### src/rtl/core_pkg.sv
// Shared definitions for the core_v1 multi-cycle sequencer: opcodes, state
// encoding, instruction classes and per-class control properties.
package core_pkg;

  localparam logic [6:0] OPC_LOAD   = 7'b0000011;
  localparam logic [6:0] OPC_STORE  = 7'b0100011;
  localparam logic [6:0] OPC_OP     = 7'b0110011;
  localparam logic [6:0] OPC_OPIMM  = 7'b0010011;
  localparam logic [6:0] OPC_BRANCH = 7'b1100011;
  localparam logic [6:0] OPC_LUI    = 7'b0110111;
  localparam logic [6:0] OPC_AUIPC  = 7'b0010111;
  localparam logic [6:0] OPC_JAL    = 7'b1101111;
  localparam logic [6:0] OPC_JALR   = 7'b1100111;

  localparam logic [2:0] ST_FETCH  = 3'd0;
  localparam logic [2:0] ST_DECODE = 3'd1;
  localparam logic [2:0] ST_EXEC   = 3'd2;
  localparam logic [2:0] ST_MEM    = 3'd3;
  localparam logic [2:0] ST_WB     = 3'd4;
  localparam logic [2:0] ST_HALT   = 3'd5;

  typedef enum logic [3:0] {
    CLS_LOAD, CLS_STORE, CLS_OP, CLS_OPIMM, CLS_BRANCH,
    CLS_LUI, CLS_AUIPC, CLS_JAL, CLS_JALR, CLS_ILLEGAL
  } cls_e;

  // Per-class property masks, bit index = cls_e value.
  localparam logic [9:0] CLS_REG_WE = 10'b01_1110_1101;
  localparam logic [9:0] CLS_MEM    = 10'b00_0000_0011;
  localparam logic [9:0] CLS_JUMP   = 10'b01_1000_0000;

  function automatic logic cls_bit(input logic [9:0] mask, input cls_e c);
    return mask[c];
  endfunction

endpackage

### src/rtl/opcode_classifier.sv
// Combinational opcode -> instruction class mapping; flags anything unsupported.
module opcode_classifier
  import core_pkg::*;
(
  input  logic [6:0] i_opcode,
  output cls_e       o_cls,
  output logic       o_illegal
);

  always_comb begin
    o_cls = CLS_ILLEGAL;
    case (i_opcode)
      OPC_LOAD:   o_cls = CLS_LOAD;
      OPC_STORE:  o_cls = CLS_STORE;
      OPC_OP:     o_cls = CLS_OP;
      OPC_OPIMM:  o_cls = CLS_OPIMM;
      OPC_BRANCH: o_cls = CLS_BRANCH;
      OPC_LUI:    o_cls = CLS_LUI;
      OPC_AUIPC:  o_cls = CLS_AUIPC;
      OPC_JAL:    o_cls = CLS_JAL;
      OPC_JALR:   o_cls = CLS_JALR;
      default:    o_cls = CLS_ILLEGAL;
    endcase
  end

  assign o_illegal = (o_cls == CLS_ILLEGAL);

endmodule

### src/rtl/core_sequencer.sv
// Multi-cycle control FSM for core_v1: fetch/decode/exec/mem/wb sequencing,
// memory handshakes with timeout, write-enable gating and retire counting.
module core_sequencer
  import core_pkg::*;
#(
  parameter int TIMEOUT = 16,
  parameter int CNT_W   = 32
) (
  input  logic             i_clk,
  input  logic             i_rst,
  input  logic [6:0]       i_opcode,
  input  logic             i_branch_taken,
  input  logic             i_imem_ready,
  input  logic             i_dmem_ready,
  output logic             o_imem_req,
  output logic             o_ir_w_en,
  output logic             o_dmem_req,
  output logic             o_dmem_w_en,
  output logic             o_reg_w_en,
  output logic             o_pc_w_en,
  output logic             o_pc_sel,
  output logic             o_illegal,
  output logic             o_bus_err,
  output logic [CNT_W-1:0] o_instret,
  output logic [2:0]       o_state
);

  localparam int               WAIT_W    = (TIMEOUT < 2) ? 1 : $clog2(TIMEOUT + 1);
  localparam logic             TMO_EN    = (TIMEOUT != 0);
  localparam logic [WAIT_W-1:0] WAIT_LAST = WAIT_W'(TIMEOUT - 1);

  logic [2:0]        r_state, w_state_nxt;
  cls_e              r_cls, w_dec_cls;
  logic              w_dec_illegal;
  logic [WAIT_W-1:0] r_wait;
  logic [CNT_W-1:0]  r_instret;
  logic              r_illegal, r_bus_err;
  logic              w_in_fetch, w_in_mem, w_in_wb, w_ready, w_waiting, w_expired, w_live;

  opcode_classifier u_cls (
    .i_opcode  (i_opcode),
    .o_cls     (w_dec_cls),
    .o_illegal (w_dec_illegal)
  );

  assign w_in_fetch = (r_state == ST_FETCH);
  assign w_in_mem   = (r_state == ST_MEM);
  assign w_in_wb    = (r_state == ST_WB);
  assign w_ready    = (w_in_fetch & i_imem_ready) | (w_in_mem & i_dmem_ready);
  assign w_waiting  = (w_in_fetch | w_in_mem) & ~w_ready;
  // Ready in the same cycle the count would hit TIMEOUT wins over the error.
  assign w_expired  = TMO_EN & w_waiting & (r_wait == WAIT_LAST);

  always_comb begin
    w_state_nxt = r_state;
    case (r_state)
      ST_FETCH:  if (i_imem_ready) w_state_nxt = ST_DECODE;
                 else if (w_expired) w_state_nxt = ST_HALT;
      ST_DECODE: w_state_nxt = w_dec_illegal ? ST_HALT : ST_EXEC;
      ST_EXEC:   w_state_nxt = cls_bit(CLS_MEM, r_cls) ? ST_MEM : ST_WB;
      ST_MEM:    if (i_dmem_ready) w_state_nxt = ST_WB;
                 else if (w_expired) w_state_nxt = ST_HALT;
      ST_WB:     w_state_nxt = ST_FETCH;
      default:   w_state_nxt = ST_HALT;
    endcase
  end

  always_ff @(posedge i_clk) begin
    if (i_rst) begin
      r_state   <= ST_FETCH;
      r_cls     <= CLS_ILLEGAL;
      r_wait    <= '0;
      r_instret <= '0;
      r_illegal <= 1'b0;
      r_bus_err <= 1'b0;
    end else begin
      r_state <= w_state_nxt;
      r_wait  <= (TMO_EN && w_waiting) ? r_wait + 1'b1 : '0;
      if (r_state == ST_DECODE) begin
        r_cls <= w_dec_cls;
        if (w_dec_illegal) r_illegal <= 1'b1;
      end
      if (w_expired) r_bus_err <= 1'b1;
      if (w_in_wb)   r_instret <= r_instret + 1'b1;
    end
  end

  // Strobes are forced low while reset is held, whatever state is still latched.
  assign w_live      = ~i_rst;
  assign o_imem_req  = w_live & w_in_fetch;
  assign o_ir_w_en   = w_live & w_in_fetch & i_imem_ready;
  assign o_dmem_req  = w_live & w_in_mem;
  assign o_dmem_w_en = o_dmem_req & (r_cls == CLS_STORE);
  assign o_pc_w_en   = w_live & w_in_wb;
  assign o_reg_w_en  = o_pc_w_en & cls_bit(CLS_REG_WE, r_cls);
  assign o_pc_sel    = o_pc_w_en &
                       (cls_bit(CLS_JUMP, r_cls) | ((r_cls == CLS_BRANCH) & i_branch_taken));

  assign o_illegal = r_illegal;
  assign o_bus_err = r_bus_err;
  assign o_instret = r_instret;
  assign o_state   = r_state;

  a_one_req: assert property (@(posedge i_clk) !(o_imem_req && o_dmem_req));

endmodule

### config.mk
export PLATFORM = sky130hd
export DESIGN_NAME = core_sequencer
export DESIGN_NICKNAME = d
export VERILOG_FILES = /design/src/rtl/core_pkg.sv /design/src/rtl/opcode_classifier.sv /design/src/rtl/core_sequencer.sv
export SDC_FILE = /design/constraint.sdc
export NUM_CORES = 1
export LEC_CHECK = 0
export BUFFER_PORTS_ARGS = -buffer_cell sky130_fd_sc_hd__buf_2
export CAP_MARGIN = 5
export CORE_MARGIN = 5
export CORE_UTILIZATION = 25
export CTS_CLUSTER_SIZE = 40
export DETAILED_ROUTE_END_ITERATION = 8
export SLEW_MARGIN = 20
export SYNTH_ARGS = -nofsm -noshare
export SYNTH_HDL_FRONTEND = slang
export SYNTH_HIERARCHICAL = 1
export SYNTH_SLANG_ARGS = --single-unit
### constraint.sdc
create_clock -name i_clk -period 3.1 [get_ports i_clk]
set_clock_uncertainty 0.05 [all_clocks]
set_input_delay 0.465 -clock i_clk [delete_from_list [all_inputs] [get_ports i_clk]]
set_output_delay 0.465 -clock i_clk [all_outputs]
set_load 0.03 [all_outputs]
== Word level (Yosys, flattened, before mapping) ==
Memories as Yosys holds them, arrays and structs flattened. A register that Yosys moved wholly into a read port is not among the register bits.
Index checks and enable logic that the tools add are counted.
Storage, ports and cells
  bits in read-only memories: 48
  memories kept: 3
  input port bits: 12
  output and inout bits: 44
  flip-flop bits (word level): 46
  logic and storage cells: 66
Cells by class
  magnitude comparators: 1
  equal/unequal tests: 17
  bitwise logic cells: 18
  reduce and logical (&&, ||, !) cells: 3
  $add $sub $neg: 2
  multiplexer cells: 16
Memory list
  (no name shown): words 16, bits a word 1, rd ports 1, clocked after memory_dff 1, wr ports 0, line core_pkg.sv:33  | return mask[c];
  (no name shown): words 16, bits a word 1, rd ports 1, clocked after memory_dff 1, wr ports 0, line core_pkg.sv:33
  (no name shown): words 16, bits a word 1, rd ports 1, clocked after memory_dff 1, wr ports 0, line core_pkg.sv:33
Operator list (count)
  one-hot mux 4 bit (9 select lines): 1
  adder 32 x 1 -> 32 bit, second input constant: 1
  two-way mux 4 bit: 6
  == test 7 x 6 -> 1 bit, second input constant: 3
  == test 7 bit, second input constant: 3
  two-way mux 3 bit: 5
  one-hot mux 3 bit (5 select lines): 1
  == test 7 x 5 -> 1 bit, second input constant: 2
  bitwise AND 1 bit: 12
  == test 7 x 2 -> 1 bit, second input constant: 1
  == test 3 x 2 -> 1 bit, second input constant: 2
  adder 5 x 1 -> 5 bit, second input constant: 1
  == test 5 x 4 -> 1 bit, second input constant: 1
  less-than comparator 4 x 5 -> 1 bit, second input constant: 1
  == test 4 x 1 -> 1 bit, second input constant: 1
  == test 4 x 3 -> 1 bit, second input constant: 1
  == test 4 bit, second input constant: 1
  == test 3 x 1 -> 1 bit, second input constant: 1
  == test 3 bit, second input constant: 1
  zero test 3 bit: 1
  two-way mux 1 bit: 3
  inverter 1 bit: 3
  bitwise OR 1 bit: 3
  AND reduction 2 bit: 1
  OR reduction 2 bit: 1

== Longest topological paths before layout ==
  depth after elaboration: 9
  mapped depth: 8
  gate-level depth less buffers: 7

== By module ==
Netlist, hierarchy kept.
Modules (own cells, without submodules)
  core_sequencer: sequential area each 980.9 um2, cells each 268, times used 1, area each 2297.2 um2
  opcode_classifier: sequential area each 0.0 um2, cells each 22, times used 1, area each 162.7 um2

== Worst setup path after synthesis ==
Ideal clock, no wire load.
  kind: reg-to-output
  start point: register r_state[1], in the netlist o_state[1]
  end point: output o_ir_w_en
  setup slack: 499 ps
  cell stages (with the launch flop): 5
  arrival: 2086 ps
  cells stage by stage: dfxtp_1 clkbuf_1 or2_2 nor3_1 and2_1
Between the ends
  word-level cells in the longest chain between the ends: 3
RTL lines
  start: declaration: line core_sequencer.sv:32  | logic [2:0] r_state, w_state_nxt;
  start signal: assignment: line core_sequencer.sv:77  | r_state <= w_state_nxt;
  zero test 3 bit: line core_sequencer.sv:46  | assign w_in_fetch = (r_state == ST_FETCH);
  bitwise AND 1 bit
  net o_imem_req: line core_sequencer.sv:15  | output logic o_imem_req,
  bitwise AND 1 bit: line core_sequencer.sv:91  | assign o_ir_w_en = w_live & w_in_fetch & i_imem_ready;
  end: declaration: line core_sequencer.sv:16  | output logic o_ir_w_en,
The timed path passes the listed nets, and every way through them passes these cells.

== Worst setup path after layout ==
  start point: register r_instret[0], in the netlist o_instret[0]
  end point: register r_instret[26], in the netlist o_instret[26]
Between the ends
  word-level cells in the longest chain between the ends: 1
RTL lines
  start: declaration: line core_sequencer.sv:36  | logic [CNT_W-1:0] r_instret;
  start signal: assignment: line core_sequencer.sv:84  | if (w_in_wb) r_instret <= r_instret + 1'b1;
  adder 32 x 1 -> 32 bit: line core_sequencer.sv:84
No other way between the ends.
A chain may end at the register's enable or synchronous reset.

==> Implementation_results.wiki <==
{| class="wikitable"
! Metric !! Value
|-
| Design Area, Final || 0.00296 sq mm
|-
| Number of clock buffers inserted by TritonCTS || 5
|-
| Max-slew violation total from the final report || 0
|-
| GPL Wtd Cong || 0.791
|-
| Routed vias/inst || 4.80
|-
| PD cells || 424 mW/mm^2
|-
| Final HPWL DP || 4.51 mm
|-
| Count of buffers inserted at the top-level ports || 55
|-
| Die width || 109 microns
|-
| Post-placement cell area || 0.00284 sq mm
|-
| CP arrival || 2.71 ns
|-
| Register bit total from synthesis || 49
|-
| I/O pin cnt || 56
|-
| Period utilization || 81.6%
|-
| Via count of the first global-routing pass || 2114
|-
| Setup repair after global routing missed its margin || no
|-
| H-tree levels || 2
|-
| DR pass1 iterations || 5
|-
| Most used flip-flop cell after synthesis || dfxtp_1
|-
| Setup Buffers After CTS || 0
|-
| Clock tree from TritonCTS || done
|-
| Starting utilization of the core area || 25.4%
|-
| Worst skew pair latency || 0.29 ns
|-
| Count of antenna diodes in the layout || 0
|-
| Synthesis-to-layout area growth || 20.2%
|-
| Logic gate share of total power || 10.5%
|-
| Design internal power || 958 uW
|-
| Average routed wire per standard cell || 12.8 microns
|-
| Final critical path time including I/O delays and setup || 2.53 ns
|-
| Aggregate global-route resource usage || 10.6%
|-
| Crit Path Class || reg2reg
|-
| Sort of element at the end of the critical path || flip-flop
|-
| Reported leakage power || 1.14 nW
|-
| Final standard cell utilization of the core || 30.5%
|-
| Vias || 2267
|-
| Std cell rows || 36
|-
| Post-route worst hold slack || 0.398 ns
|-
| Cell variety after synth || 51
|-
| Mapped cell area || 0.00246 sq mm
|-
| Antenna viol nets, final || 0
|-
| Fraction of final layout cells with drive strength greater than 1 || 21.2%
|-
| Antenna violations before repair || 0
|-
| Number of enable-type register cells in the synthesized netlist || 0
|-
| Commonest non-fill, non-tap cell in the layout || buf_2
|-
| Net total in the final layout || 353
|-
| Wire length of the first global-routing pass || 10.2 mm
|-
| Startpoint kind of the worst setup timing path || flip-flop
|-
| Part of the Yosys area used for sequential elements || 39.9%
|-
| Deepest clock path buffer count || 2
|-
| Net switching power || 296 uW
|-
| Final sum of negative setup slack || 0 ns
|-
| Die extent in y || 109 microns
|-
| Highest ir drop seen on vdd || 188 uV
|-
| Maximum fanout count along the critical path || 19
|-
| # clock sinks || 49
|-
| Data required, critical path || 3.28 ns
|-
| Syn nets || 305
|-
| CTS clk-pin slew, worst paths || 0.09 ns
|-
| Core region area || 0.00968 sq mm
|-
| Overall die area || 0.0119 sq mm
|-
| Pin count of the biggest net entering global routing || 28
|-
| Overflow after GRT || 0
|-
| Slew of the pin with the lowest slew margin || 0.563 ns
|-
| Total setup violations reported at the end of the flow || 0
|-
| Count of routing violations after the opening detailed-route iteration || 156
|-
| Count of max-cap constraint violations || 0
|-
| Power after layout || 1.25 mW
|-
| Hold buffer count at CTS || 0
|-
| Highest-count cells in the layout ignoring fill and taps || buf_2 (55), dfxtp_1 (49), nor2_1 (26)
|-
| Post-synthesis async set-or-reset flop share || 0%
|-
| Syn Area/Cell || 8.48 sq um
|-
| Max-slew headroom || 62.4%
|-
| Net Sw Frac || 23.6%
|-
| Resize count post-CTS || 0
|-
| Post-route DRC violation count || 0
|-
| Outcome || finished, final reports clean
|-
| Count of final hold-check violations || 0
|-
| Share of total power in the clock network || 37.2%
|-
| Min-Delay Path Class || reg2reg
|-
| Overall routed net length || 6.06 mm
|-
| Cell count after synthesis || 290
|-
| Total of warnings raised by yosys || 6
|-
| Register share of total power || 52.3%
|-
| Library cell used as clock root buffer || clkbuf_8
|-
| Highest achievable clock rate || 0.395 GHz
|}
==> power groups by stage <==
| stage | registers, mW | clock network, mW | logic, mW |
|---|---|---|---|
| detailed placement | 0.671 | 0 | 0.131 |
| CTS | 0.657 | 0.487 | 0.132 |
| floorplan | 0.678 | 0 | 0.0863 |
| finish | 0.656 | 0.466 | 0.132 |
| global route | 0.659 | 0.520 | 0.144 |
| global placement | 0.670 | 0 | 0.130 |
==> sequential cells by signal (all words and copies together), names as in the netlist, named ones only <==
name       flops
o_instret     32
o_state        3
o_bus_err      1
r_wait         5
r_cls          4
o_illegal      1
==> stage by stage <==
stage	setup WS, ns	cells
floorplan	0.499	290
global placement	0.658	464
detailed placement	0.590	464
CTS	0.551	472
global route	0.383	472
finish	0.569	472
==> synth_stat cells, types with 2 or more instances <==
| cell type | count | share of area [%] |
|---|---|---|
| a211oi_1 | 3 | 0.92 |
| xor2_1 | 7 | 2.5 |
| nor4bb_1 | 2 | 0.81 |
| ha_1 | 3 | 1.5 |
| nor3_1 | 10 | 2.0 |
| nor2_1 | 26 | 4.0 |
| and2_1 | 2 | 0.51 |
| and3_1 | 8 | 2.0 |
| nand4_1 | 7 | 1.8 |
| nor2b_1 | 3 | 0.76 |
| buf_6 | 2 | 0.92 |
| a21oi_1 | 25 | 5.1 |
| nor4_1 | 2 | 0.51 |
| inv_1 | 9 | 1.4 |
| mux2i_1 | 3 | 1.2 |
| and4b_1 | 2 | 0.81 |
| nand3_1 | 11 | 2.2 |
| o31ai_1 | 10 | 3.1 |
| and4_1 | 4 | 1.4 |
| xnor2_1 | 8 | 2.8 |
| nand3b_1 | 2 | 0.61 |
| or4_1 | 10 | 3.1 |
| nor3b_1 | 3 | 0.92 |
| or3_1 | 12 | 3.1 |
| dfxtp_1 | 49 | 40 |
| o21ai_0 | 13 | 2.6 |
| clkbuf_1 | 14 | 2.1 |
| o21a_1 | 2 | 0.61 |
| nand2_1 | 14 | 2.1 |
| nand2b_1 | 3 | 0.76 |
==> routing by layer <==
layer  GRT usage (%)  wire (microns)
met5               0               0
met4            2.67              40
met3            2.84             298
met2            16.9            2730
met1            14.1            2990
==> worst max-delay path, cell delays in order, from the launching register on <==
cell and delay [ns]:
dfxtp_1 0.42, ha_1 0.17, and4bb_2 0.32, or4b_1 0.74, or4_1 0.60, a21oi_1 0.16
==> layout make-up <==
class	count	area (sq um)
Clock inverter	1	30.0
Clock buffer	7	86.3
Fill cell	1033	6730
Multi-Input combinational cell	216	1370
Sequential cell	49	981
Tap cell	133	166
Inverter	9	33.8
Timing Repair Buffer	57	290
==> cell families (layout without fill, tap and decap cells) <==
family / count (synthesis) / after routing / synth area share [%]
simple gates: 130 / 130 / 31.0
fa+ha+maj: 3 / 3 / 1.53
mux: 3 / 3 / 1.22
flops: 49 / 49 / 39.9
buf+inv: 25 / 74 / 4.43
xor+xnor: 15 / 15 / 5.34
compound gates: 65 / 65 / 16.6
==> worst paths after layout <==
| kind | depth (start not counted) | end | slack [ns] | start |
|---|---|---|---|---|
| worst max-delay path | 5 | o_instret[26] | 0.57 | o_instret[0] |
| worst min-delay path | 2 | o_bus_err | 0.40 | o_bus_err |
| worst max register to register | 5 | o_instret[26] | 0.57 | o_instret[0] |
| worst min register to register | 2 | o_bus_err | 0.40 | o_bus_err |
(Power assumes the default switching activity.)
